File: src/rtl/fetch_pkg.sv
// Shared types for the fetch stage: queue entry payload, state encoding, PC helpers.
package fetch_pkg;

  localparam int unsigned XLEN = 32;

  typedef struct packed {
    logic [XLEN-1:0] pc;
    logic [XLEN-1:0] instr;
  } fetch_entry_t;

  typedef enum logic {
    RUN   = 1'b0,
    DRAIN = 1'b1
  } fetch_state_e;

  // Force a byte address onto a word boundary.
  function automatic logic [XLEN-1:0] align_word(input logic [XLEN-1:0] addr);
    return {addr[XLEN-1:2], 2'b00};
  endfunction

endpackage

File: src/rtl/fetch_queue.sv
// Circular instruction queue between imem responses and decode.
module fetch_queue
  import fetch_pkg::*;
#(
  parameter int unsigned DEPTH = 4,
  localparam int unsigned PW = $clog2(DEPTH),
  localparam int unsigned CW = $clog2(DEPTH + 1)
) (
  input  logic          clk,
  input  logic          rst,
  input  logic          push_i,
  input  logic          pop_i,
  input  logic          flush_i,
  input  fetch_entry_t  data_i,
  output fetch_entry_t  head_o,
  output logic [CW-1:0] count_o,
  output logic          full_o,
  output logic          empty_o
);

  fetch_entry_t  mem_q [DEPTH];
  logic [PW-1:0] wr_q, wr_d, rd_q, rd_d;
  logic [CW-1:0] cnt_q, cnt_d;

  // Pointers wrap naturally because DEPTH is a power of two.
  always_comb begin
    wr_d  = wr_q;
    rd_d  = rd_q;
    cnt_d = cnt_q;
    if (flush_i) begin
      wr_d  = '0;
      rd_d  = '0;
      cnt_d = '0;
    end else begin
      if (push_i) wr_d = wr_q + PW'(1);
      if (pop_i)  rd_d = rd_q + PW'(1);
      if (push_i && !pop_i)      cnt_d = cnt_q + CW'(1);
      else if (pop_i && !push_i) cnt_d = cnt_q - CW'(1);
    end
  end

  always_ff @(posedge clk) begin
    if (rst) begin
      wr_q  <= '0;
      rd_q  <= '0;
      cnt_q <= '0;
    end else begin
      wr_q  <= wr_d;
      rd_q  <= rd_d;
      cnt_q <= cnt_d;
    end
  end

  always_ff @(posedge clk) begin
    if (push_i && !flush_i) mem_q[wr_q] <= data_i;
  end

  assign head_o  = mem_q[rd_q];
  assign count_o = cnt_q;
  assign full_o  = (cnt_q == CW'(DEPTH));
  assign empty_o = (cnt_q == '0);

endmodule

File: src/rtl/fetch.sv
// Fetch stage: credit-limited in-order imem requests, redirect with response draining.
// Optional same-cycle response bypass to decode under FETCH_BYPASS_EN.
module fetch
  import fetch_pkg::*;
#(
  parameter logic [31:0] RESET_PC = 32'h0000_0000,
  parameter int unsigned QDEPTH   = 4
) (
  input  logic        clk,
  input  logic        rst,
  input  logic        redirect_valid,
  input  logic [31:0] redirect_pc,
  output logic        imem_req_valid,
  input  logic        imem_req_ready,
  output logic [31:0] imem_req_addr,
  input  logic        imem_resp_valid,
  input  logic [31:0] imem_resp_data,
  output logic        instr_valid,
  input  logic        instr_ready,
  output logic [31:0] instr,
  output logic [31:0] instr_pc
);

  localparam int unsigned CW = $clog2(QDEPTH + 1);
  localparam int unsigned SW = CW + 1;

  fetch_state_e  state_q, state_d;
  logic [31:0]   pc_q, pc_d;
  logic [CW-1:0] out_q, out_d;
  logic [CW-1:0] drop_q, drop_d;

  fetch_entry_t  q_in, q_head;
  logic [CW-1:0] q_count;
  logic          q_full, q_empty;
  logic          credit_ok, accept, resp_hit, resp_keep, bypass, push, pop;
  logic          unused_ok;

  assign credit_ok      = (SW'(out_q) + SW'(q_count)) < SW'(QDEPTH);
  assign imem_req_valid = !rst && (state_q == RUN) && credit_ok;
  assign imem_req_addr  = pc_q;
  assign accept         = imem_req_valid && imem_req_ready;

  // Responses with nothing outstanding belong to requests abandoned by reset.
  assign resp_hit  = !rst && imem_resp_valid && (out_q != '0);
  assign resp_keep = resp_hit && !redirect_valid && (drop_q == '0);

  // Kept responses only occur in an unbroken run, so the oldest tag is pc - 4*outstanding.
  assign q_in = '{pc: pc_q - (32'(out_q) << 2), instr: imem_resp_data};

`ifdef FETCH_BYPASS_EN
  assign bypass = resp_keep && q_empty;
`else
  assign bypass = 1'b0;
`endif

  assign push = resp_keep && !(bypass && instr_ready);
  assign pop  = !redirect_valid && !q_empty && instr_ready;

  assign instr_valid = !rst && (!q_empty || bypass);
  assign instr       = !instr_valid ? '0 : (bypass ? q_in.instr : q_head.instr);
  assign instr_pc    = !instr_valid ? '0 : (bypass ? q_in.pc    : q_head.pc);

  assign unused_ok = q_full;

  always_comb begin
    state_d = state_q;
    pc_d    = pc_q;
    drop_d  = drop_q;
    out_d   = out_q + CW'(accept) - CW'(resp_hit);
    if (redirect_valid) begin
      pc_d   = align_word(redirect_pc);
      drop_d = out_d;
    end else begin
      if (accept) pc_d = pc_q + 32'd4;
      if (resp_hit && (drop_q != '0)) drop_d = drop_q - CW'(1);
    end
    state_d = (drop_d != '0) ? DRAIN : RUN;
  end

  always_ff @(posedge clk) begin
    if (rst) begin
      state_q <= RUN;
      pc_q    <= RESET_PC;
      out_q   <= '0;
      drop_q  <= '0;
    end else begin
      state_q <= state_d;
      pc_q    <= pc_d;
      out_q   <= out_d;
      drop_q  <= drop_d;
    end
  end

  fetch_queue #(.DEPTH(QDEPTH)) u_queue (
    .clk     (clk),
    .rst     (rst),
    .push_i  (push),
    .pop_i   (pop),
    .flush_i (redirect_valid),
    .data_i  (q_in),
    .head_o  (q_head),
    .count_o (q_count),
    .full_o  (q_full),
    .empty_o (q_empty)
  );

endmodule

File: config.mk
export PLATFORM = sky130hd
export DESIGN_NAME = fetch
export DESIGN_NICKNAME = d
export VERILOG_FILES = /design/src/rtl/fetch_pkg.sv /design/src/rtl/fetch_queue.sv /design/src/rtl/fetch.sv
export SDC_FILE = /design/constraint.sdc
export NUM_CORES = 1
export LEC_CHECK = 0
export BUFFER_PORTS_ARGS = -buffer_cell sky130_fd_sc_hd__buf_2
export CAP_MARGIN = 20
export CORE_MARGIN = 1
export CORE_UTILIZATION = 30
export DETAILED_ROUTE_END_ITERATION = 10
export SYNTH_ARGS = -nofsm -noshare
export SYNTH_HDL_FRONTEND = slang
export SYNTH_SLANG_ARGS = --single-unit
File: constraint.sdc
create_clock -name clk -period 3.03 [get_ports clk]
set_input_delay 0.4545 -clock clk [delete_from_list [all_inputs] [get_ports clk]]
set_output_delay 0.4545 -clock clk [all_outputs]
set_load 0.05 [all_outputs]
== Yosys cells after proc, flatten, opt, wreduce, memory -nomap -nowiden ==
Memory sizes are Yosys's and may differ from the RTL's. A register that Yosys moved wholly into a read port is not among the register bits.
Cells that the tools add are included.
Cells by class
  eq/ne operators: 0
  multiplexer cells: 13
  div/mod/pow operators: 0
  bitwise logic cells: 1
  magnitude comparators: 1
  multiply operators: 0
  shift operators: 0
  add/subtract/negate cells: 10
  reduce and logical (&&, ||, !) cells: 27
Operators by type and width (count)
  2-to-1 mux 32 bit: 4
  adder 32 x 3 -> 32 bit, second input constant: 1
  subtractor 32 x 5 -> 32 bit: 1
  logical AND 1 bit: 14
  2-to-1 mux 3 bit: 4
  nonzero test 3 bit: 3
  zero test 3 bit: 2
  subtractor 3 x 1 -> 3 bit, second input constant: 2
  zero test 1 bit: 5
  adder 2 x 1 -> 2 bit, second input constant: 2
  adder 3 x 3 -> 4 bit: 1
  < comparator 4 x 3 -> 1 bit, second input constant: 1
  2-to-1 mux 2 bit: 2
  nonzero test 2 bit: 2
  adder 3 x 1 -> 3 bit: 1
  adder 3 x 1 -> 3 bit, second input constant: 1
  2-to-1 mux 1 bit: 3
  subtractor 3 x 1 -> 3 bit: 1
  OR reduction 2 bit: 1
  NOT 1 bit: 1
Word-level totals
  memory bits (writable): 256
  memory bits (read-only): 0
  bits in latches: 0
  output and inout port bits: 98
  memories kept: 1
  bits of input ports: 70
  flip-flop bits (word level): 46
  logic and storage cells: 61
Memories
  u_queue.mem_q: depth 4, bits a word 64, rd ports 1, clocked after Yosys merged registers in 1, write ports 1, RTL line fetch_queue.sv:21  | fetch_entry_t mem_q [DEPTH];

== Logic depth before layout (Yosys ltp) ==
Gate-level depths: netlist of the first run.
  depth in word-level cells: 9
  depth in mapped cells: 12
  gate-level depth less buffers: 12

== By module ==
Synthesis of the first run repeated with hierarchy kept, for this count alone.
Second synthesis, totals
  cell total of the unflattened synthesis: 825
  area, all modules: 13116.3 um^2
Modules (own cells, without submodules)
  fetch_queue: area an instance 9751.9 um^2, instances 1, cells each 380, seq. area each 7867.5 um^2
  fetch: area an instance 3364.5 um^2, instances 1, cells each 445, seq. area each 740.7 um^2

== Worst setup path after synthesis of the first run ==
OpenSTA, ideal clock, no wires.
  path type: in2reg
  from: input rst
  to: memory u_queue.mem_q[1][0] (netlist bit), enable pin
  arrival time: 2657 ps
  setup slack: -53 ps
  cell stages on the path: 5
  cell sequence: nand2b_1 -> nor2_1 -> and3_1 -> clkbuf_1 -> and2_1
On the way
  longest elaborated chain between the ends: 8
Ends and longest elaborated chain
  start, declared: RTL line fetch.sv:10  | input logic rst,
  zero test 1 bit: RTL line fetch.sv:44  | assign resp_hit = !rst && imem_resp_valid && (out_q != '0);
  logical AND 1 bit (2 in series): RTL line fetch.sv:44
  logical AND 1 bit (2 in series): RTL line fetch.sv:45  | assign resp_keep = resp_hit && !redirect_valid && (drop_q == '0);
  net push: RTL line fetch.sv:35  | logic credit_ok, accept, resp_hit, resp_keep, bypass, push, pop;
  logical AND 1 bit: RTL line fetch_queue.sv:55  | if (push_i && !flush_i) mem_q[wr_q] <= data_i;
  2-to-1 mux 1 bit: RTL line fetch_queue.sv:55
  2-to-1 mux 1 bit (not written as such): RTL line fetch_queue.sv:55
  end, declared: RTL line fetch_queue.sv:21
The timed path passes the listed nets, and every way through them passes these cells.

== Worst setup path after layout of the first run ==
  from: register u_queue.cnt_q[2], in the netlist u_queue.count_o[2]
  to: register state_q
On the way
  longest elaborated chain between the ends: 9
Ends and longest elaborated chain
  start, declared: RTL line fetch_queue.sv:23  | logic [CW-1:0] cnt_q, cnt_d;
  start signal, assigned: RTL line fetch_queue.sv:50  | cnt_q <= cnt_d;
  adder 3 x 3 -> 4 bit: RTL line fetch.sv:38  | assign credit_ok = (SW'(out_q) + SW'(q_count)) < SW'(QDEPTH);
  < comparator 4 x 3 -> 1 bit: RTL line fetch.sv:38
  logical AND 1 bit: RTL line fetch.sv:39  | assign imem_req_valid = !rst && (state_q == RUN) && credit_ok;
  logical AND 1 bit: RTL line fetch.sv:41  | assign accept = imem_req_valid && imem_req_ready;
  adder 3 x 1 -> 3 bit: RTL line fetch.sv:69  | out_d = out_q + CW'(accept) - CW'(resp_hit);
  subtractor 3 x 1 -> 3 bit: RTL line fetch.sv:69
  2-to-1 mux 3 bit: RTL line fetch.sv:70  | if (redirect_valid) begin
  nonzero test 3 bit: RTL line fetch.sv:77  | state_d = (drop_d != '0) ? DRAIN : RUN;
  2-to-1 mux 1 bit: RTL line fetch.sv:77
  end signal, assigned: RTL line fetch.sv:87  | state_q <= state_d;
  end, declared: RTL line fetch.sv:27  | fetch_state_e state_q, state_d;
No other way between the ends.
A chain may end at the register's enable or synchronous reset.

==> impl_metrics.env, run 1 <==
export IMPL_totalWireLength_mm=28.7
export IMPL_finClkSkew_ns=0.0144
export IMPL_cts_tree="done"
export IMPL_synth_distinct_cells=58
export IMPL_cts_made_buffers=34
export IMPL_hpwl_mm=18.7
export IMPL_setup_violations=0
export IMPL_fin_tns_setup_ns=0
export IMPL_status="completed"
export IMPL_met2_length_mm=13.2
export IMPL_tightest_slew_ns=0.560
export IMPL_drc_errors=0
export IMPL_cts_root_buf="clkbuf_16"
export IMPL_layout_area_overhead_vs_synth_pct=21.8
export IMPL_max_slew_margin_pct=62.7
export IMPL_synth_top_area_cell="edfxtp_1"
export IMPL_syn_avg_cell_area_um2=15.7
export IMPL_grt_overflow=0
export IMPL_layout_drive_gt1_share_pct=33.5
export IMPL_power_leakage_nw=5.49
export IMPL_multi_input_area_um2=3930
export IMPL_grt_util_all_layers_pct=13.5
export IMPL_synth_xor_area_share_pct=3.95
export IMPL_cp_required_ns=3.43
export IMPL_hold_path_class="input pin to register"
export IMPL_p_comb_share_pct=12.4
export IMPL_synth_top_family_by_area="multiplexers"
export IMPL_end_kind="register"
export IMPL_ir_drop_mv=0.365
export IMPL_final_cell_area_um2=15400
export IMPL_drv_slew=0
export IMPL_max_freq_ghz=0.350
export IMPL_firstDrtPassIters=5
export IMPL_post_route_min_period_ns=2.86
export IMPL_final_cells=1549
export IMPL_critPathBufInv=1
export IMPL_postSynthCellCount=804
export IMPL_synth_compound_gate_area_share_pct=2.66
export IMPL_syn_area_um2=12600
export IMPL_io_buffers=161
export IMPL_seqCellArea_um2=8380
export IMPL_startpoint_type="register"
export IMPL_yosys_area_top_type_share_pct=58.9
export IMPL_antenna_found_initial=0
export IMPL_synth_warnings=0
export IMPL_clkPwrFrac_pct=41.0
export IMPL_synth_area_top_cells="edfxtp_1 (59%), mux4_2 (11%), dfxtp_1 (7.3%)"
export IMPL_dpl_cell_area_um2=14200
export IMPL_drt_initial_drc_count=403
export IMPL_crit_family="adder cells"
export IMPL_cts_resized_gates=0
export IMPL_rows=74
export IMPL_gp_congestion=0.799
export IMPL_io_pins=168
export IMPL_drv_cap=0
export IMPL_detail_route_antenna_nets=0
export IMPL_synth_fa_ha_area_share_pct=1.96
export IMPL_synth_edff_count=248
export IMPL_hold_viol_final=0
export IMPL_synthMuxAreaShare_pct=11.4
export IMPL_hold_buffers=0
export IMPL_cp_slowest_cell="or3b_2"
export IMPL_final_common_cell="edfxtp_1"
export IMPL_clock_latency_ns=0.53
export IMPL_period_share_pct=94.3
export IMPL_synth_flop_cell="edfxtp_1"
export IMPL_die_w_um=207
export IMPL_cp_common_cell="ha_1"
export IMPL_power_frac_seq_pct=46.5
export IMPL_numClockSinks=294
export IMPL_synthSimpleGateAreaFrac_pct=10.8
export IMPL_grt_max_degree=64
export IMPL_p_int_mw=7.57
export IMPL_cellPowerDensity_nw_per_um2=652
export IMPL_design_die_area_um2=43000
export IMPL_die_h_um=207
export IMPL_layout_common_cells="edfxtp_1 (248), buf_2 (161), and2_1 (63)"
export IMPL_ys_seq_area_share_pct=66.2
export IMPL_synth_async_reset_ratio_pct=0
export IMPL_grt_pass1_wl_mm=44.2
export IMPL_finalNetCount=1079
export IMPL_diodes=0
export IMPL_cts_max_level=2
export IMPL_p_sw_share_pct=24.6
export IMPL_wl_met1_mm=13.1
export IMPL_cp_arrival_ns=3.26
export IMPL_cp_cell_sequence="ha_1 -> nor2_2 -> nand4_1 -> ha_1 -> inv_1 -> ha_1 -> fa_2 -> xnor2_2 -> xnor2_1 -> a21oi_1 -> o31a_1 -> or3b_2"
export IMPL_ys_ff_latch=294
export IMPL_clockBufferDepth=3
export IMPL_core_area_um2=41200
export IMPL_initial_core_util_pct=30.7
export IMPL_fillerInstances=3905
export IMPL_critPathMaxStageDelay_ns=0.45
export IMPL_final_util_pct=37.4
export IMPL_p_sw_mw=2.48
export IMPL_wl_per_cell_um=18.5
export IMPL_critical_path_class="register to register"
export IMPL_place_inst=1487
export IMPL_dr_total_vias=7371
export IMPL_topRoutingLayerUsed="met4"
export IMPL_dr_wl_met3_mm=1.89
export IMPL_grt_pass1_vias=7444
export IMPL_cp_max_fo=4
export IMPL_post_cts_buffers=0
export IMPL_viasPerCell=4.76
export IMPL_path_clk_slew_ns=0.06
logic make-up (layout without fill, tap and decap cells):
group                    after synthesis  count (layout)
AND/OR/NAND/NOR                      242             242
flip-flops                           294             294
AO/OA/AOI/OAI                         51              51
XOR/XNOR                              57              57
buffers and inverters                 75             285
other                                  1               4
adder cells (fa/ha/maj)               18              18
multiplexers                          66              66
power by group through the flow:
stage / Sequential, mW / Combinational (mW) / Clock [mW]
after detailed placement: 4.76 / 1.25 / 0
after CTS: 4.68 / 1.25 / 4.25
after floorplan: 4.83 / 0.748 / 0
after global placement: 4.76 / 1.23 / 0
after global routing: 4.69 / 1.38 / 4.41
final: 4.68 / 1.25 / 4.12
synth_stat cells (6+ instances only):
| cell type | number |
|---|---|
| and3_1 | 6 |
| ha_1 | 15 |
| buf_4 | 6 |
| nor3_1 | 16 |
| a21oi_1 | 8 |
| inv_1 | 19 |
| o21ai_0 | 16 |
| or3_1 | 9 |
| nor2_1 | 48 |
| buf_1 | 9 |
| nand4_1 | 15 |
| a211oi_1 | 16 |
| mux4_2 | 62 |
| nand2_1 | 25 |
| nor4_1 | 17 |
| xnor2_1 | 29 |
| edfxtp_1 | 248 |
| xor2_1 | 28 |
| clkbuf_1 | 30 |
| dfxtp_1 | 46 |
| nand3_1 | 10 |
| and2_1 | 67 |
worst reg2reg max path, delay by kind of cell (launching register included):
kind	cells	cell delay, ns
flip-flops	1	0.33
AND/OR/NAND/NOR	3	0.69
AO/OA/AOI/OAI	2	0.22
buffers and inverters	1	0.04
adder cells (fa/ha/maj)	4	1.10
XOR/XNOR	2	0.34
state kept, by name, indices dropped and copies added (netlist names), named ones only:
| register | cells |
|---|---|
| drop_q | 3 |
| imem_req_addr | 30 |
| u_queue.rd_q | 2 |
| out_q | 3 |
| u_queue.mem_q | 248 |
| u_queue.count_o | 3 |
| state_q | 1 |
| u_queue.wr_q | 2 |
stage by stage:
step	setup WS, ns	total power, mW	hold slack (ns)
6_report	0.173	10.0	0.144
5_1_grt	-0.0237	10.5	0.108
4_1_cts	0.0986	10.2	0.106
3_5_place_dp	0.0341	6.01	0.511
3_3_place_gp	0.0332	5.99	0.495
2_1_floorplan	0.0791	5.58	0.475
per-layer routing:
metal	GRT usage, %	vias up
met5	0	-
met4	3.60	0
met3	3.66	35
met2	21.3	248
met1	18.5	3656
li1	-	3432
cell type report:
type                       instances  area share [%]
tap                              532            4.32
multi-input combinational        438            25.5
timing repair buffer             203            7.93
clock buffer                      48            6.41
sequential                       294            54.4
inverter                          20           0.487
clock inverter                    14           0.959
final timing paths:
| path | from | end | slack (ns) | depth (start not counted) |
|---|---|---|---|---|
| hold / removal | imem_resp_data[24] | u_queue.mem_q[0][24]$_DFFE_PP_ | 0.14 | 1 |
| setup / recovery | u_queue.count_o[2]$_SDFFE_PP0P_ | state_q$_SDFF_PP0_ | 0.17 | 12 |
| hold reg to reg | u_queue.count_o[2]$_SDFFE_PP0P_ | u_queue.count_o[2]$_SDFFE_PP0P_ | 0.51 | 2 |
| setup reg to reg | u_queue.count_o[2]$_SDFFE_PP0P_ | state_q$_SDFF_PP0_ | 0.17 | 12 |
(Power assumes the default switching activity.)
==> run 2: changes to the inputs <==
Clock period 3.03 ns to 2.3 ns, I/O delays scaled along.
==> run 2 against run 1 <==
The run now ends with negative setup slack left. Global-route usage rose by 2.6 points. Core utilization rose by 7.2 points. Via count rose by 9.4%. Clock power rose by 30%. Register-to-register slack got worse by 0.57 ns. Largest cell class unchanged.
==> impl_metrics.env, run 2 (synthesis results as in run 1) <==
export IMPL_status="finished with violations"
export IMPL_violations="negative setup slack"
export IMPL_drv_slew=0
export IMPL_design_die_area_um2=43000
export IMPL_layout_drive_gt1_share_pct=51.1
export IMPL_diodes=0
export IMPL_grt_util_all_layers_pct=16.1
export IMPL_hold_viol_final=0
export IMPL_cellPowerDensity_nw_per_um2=764
export IMPL_fillerInstances=3572
export IMPL_hold_path_class="input pin to register"
export IMPL_drv_cap=0
export IMPL_max_slew_margin_pct=60.0
export IMPL_fin_tns_setup_ns=-13.60
export IMPL_clockBufferDepth=3
export IMPL_finalNetCount=1218
export IMPL_die_h_um=207
export IMPL_firstDrtPassIters=5
export IMPL_clock_latency_ns=0.57
export IMPL_layout_area_overhead_vs_synth_pct=45.2
export IMPL_drt_initial_drc_count=547
export IMPL_path_clk_slew_ns=0.06
export IMPL_period_share_pct=117
export IMPL_setup_violations=84
export IMPL_io_pins=168
export IMPL_tightest_slew_ns=0.592
export IMPL_cts_root_buf="clkbuf_16"
export IMPL_regToRegSetupSlack_ns=-0.39
export IMPL_dr_total_vias=8062
export IMPL_power_leakage_nw=6.57
export IMPL_post_route_min_period_ns=2.69
export IMPL_layout_common_cells="edfxtp_1 (248), buf_2 (98), buf_4 (87)"
export IMPL_r2r_start="u_queue.count_o[1]$_SDFFE_PP0P_"
export IMPL_regMostFlops="u_queue.mem_q"
export IMPL_hold_start="redirect_pc[27]"
export IMPL_r2r_end="state_q$_SDFF_PP0_"
export IMPL_wl_per_cell_um=20.5
export IMPL_io_buffers=161
export IMPL_setup_ws_ns=-0.393
export IMPL_seqCellArea_um2=8440
export IMPL_antenna_found_initial=0
export IMPL_hpwl_mm=21.7
export IMPL_finClkSkew_ns=0.0113
export IMPL_cp_max_fo=2
export IMPL_initial_core_util_pct=30.7
export IMPL_core_area_um2=41200
export IMPL_multi_input_area_um2=4500
export IMPL_grt_max_degree=55
export IMPL_end_kind="register"
export IMPL_rsz0062_at_grt="true"
export IMPL_rows=74
export IMPL_largest_register_ffs=248
export IMPL_final_common_cell="edfxtp_1"
export IMPL_total_power_mw=14.0
export IMPL_numClockSinks=294
export IMPL_cts_max_level=1
export IMPL_grt_pass1_vias=8369
export IMPL_worstHoldEndpoint="imem_req_addr[27]$_SDFFE_PP0P_"
export IMPL_grt_pass1_wl_mm=52.2
export IMPL_viasPerCell=4.78
export IMPL_gp_congestion=0.822
export IMPL_cp_arrival_ns=3.14
export IMPL_totalWireLength_mm=34.6
export IMPL_whs_path_depth=2
export IMPL_ir_drop_mv=0.670
export IMPL_r2r_cells=12
export IMPL_die_w_um=207
export IMPL_max_freq_ghz=0.371
export IMPL_cts_made_buffers=31
export IMPL_cts_tree="done"
export IMPL_detail_route_antenna_nets=0
export IMPL_cp_required_ns=2.75
export IMPL_critical_path_class="register to register"
export IMPL_drc_errors=0
export IMPL_dp_slack_ns=-0.475
export IMPL_grt_overflow=0
export IMPL_startpoint_type="register"
-- run 2: layout make-up --
| class | instances | area share (%) |
|---|---|---|
| Tap cell | 532 | 3.63 |
| Timing Repair Buffer | 345 | 19.5 |
| Inverter | 20 | 0.409 |
| Clock buffer | 34 | 4.29 |
| Multi-Input combinational cell | 438 | 24.5 |
| Clock inverter | 23 | 1.68 |
| Sequential cell | 294 | 46.0 |
-- run 2: worst max-delay path by stage --
stage / slack [ns] / startpoint / end
5_1_grt: -0.50 / out_q[2]$_SDFF_PP0_ / state_q$_SDFF_PP0_
6_report: -0.39 / u_queue.count_o[1]$_SDFFE_PP0P_ / state_q$_SDFF_PP0_
3_3_place_gp: -0.44 / out_q[2]$_SDFF_PP0_ / state_q$_SDFF_PP0_
2_1_floorplan: -0.49 / imem_req_addr[17]$_SDFFE_PP0P_ / u_queue.mem_q[0][58]$_DFFE_PP_
3_5_place_dp: -0.48 / out_q[2]$_SDFF_PP0_ / state_q$_SDFF_PP0_
4_1_cts: -0.38 / u_queue.count_o[2]$_SDFFE_PP0P_ / state_q$_SDFF_PP0_
-- run 2: metal layers --
metal / vias to the layer above / global-route usage [%] / wire length, um
met5: - / 0 / 0
met3: 39 / 3.28 / 1860
met1: 4089 / 22.2 / 15700
li1: 3716 / - / -
met4: 0 / 2.55 / 466
met2: 218 / 26.6 / 16600
-- run 2: repair_timing --
item                                    CTS  global route
hold endpoints to repair                132             0
endpoints found under the setup margin  151           159
setup buffers                            37             9
pin swaps                                75            25
hold buffers                             36             0
gates cloned                             13             2
resized for setup                       317            52
-- run 2: worst max-delay path, stage by stage (launching register included) --
cell     delay, ns
dfxtp_2       0.34
ha_4          0.24
nand3_4       0.08
nand4_1       0.14
ha_1          0.33
inv_2         0.05
ha_4          0.15
fa_2          0.34
xnor2_2       0.15
xnor2_2       0.17
a21oi_1       0.09
o31a_1        0.13
or3b_4        0.37
-- run 2: report_power, final --
group / switching (mW) / leakage (nW) / internal (mW)
sequential: 0.0881 / 2.64 / 6.06
combinational: 1.37 / 3.40 / 1.15
clock: 2.10 / 0.532 / 3.26
-- run 2: through the flow --
step / hold slack [ns] / util [%] / area (um2) / cells
2_1_floorplan: 0.418 / - / 12900 / 807
3_3_place_gp: 0.502 / 36.5 / 15000 / 1549
3_5_place_dp: 0.535 / 36.5 / 15000 / 1549
4_1_cts: 0.00136 / 44.3 / 18200 / 1690
5_1_grt: 0.0138 / 44.5 / 18400 / 1686
6_report: 0.0191 / 44.5 / 18400 / 1686
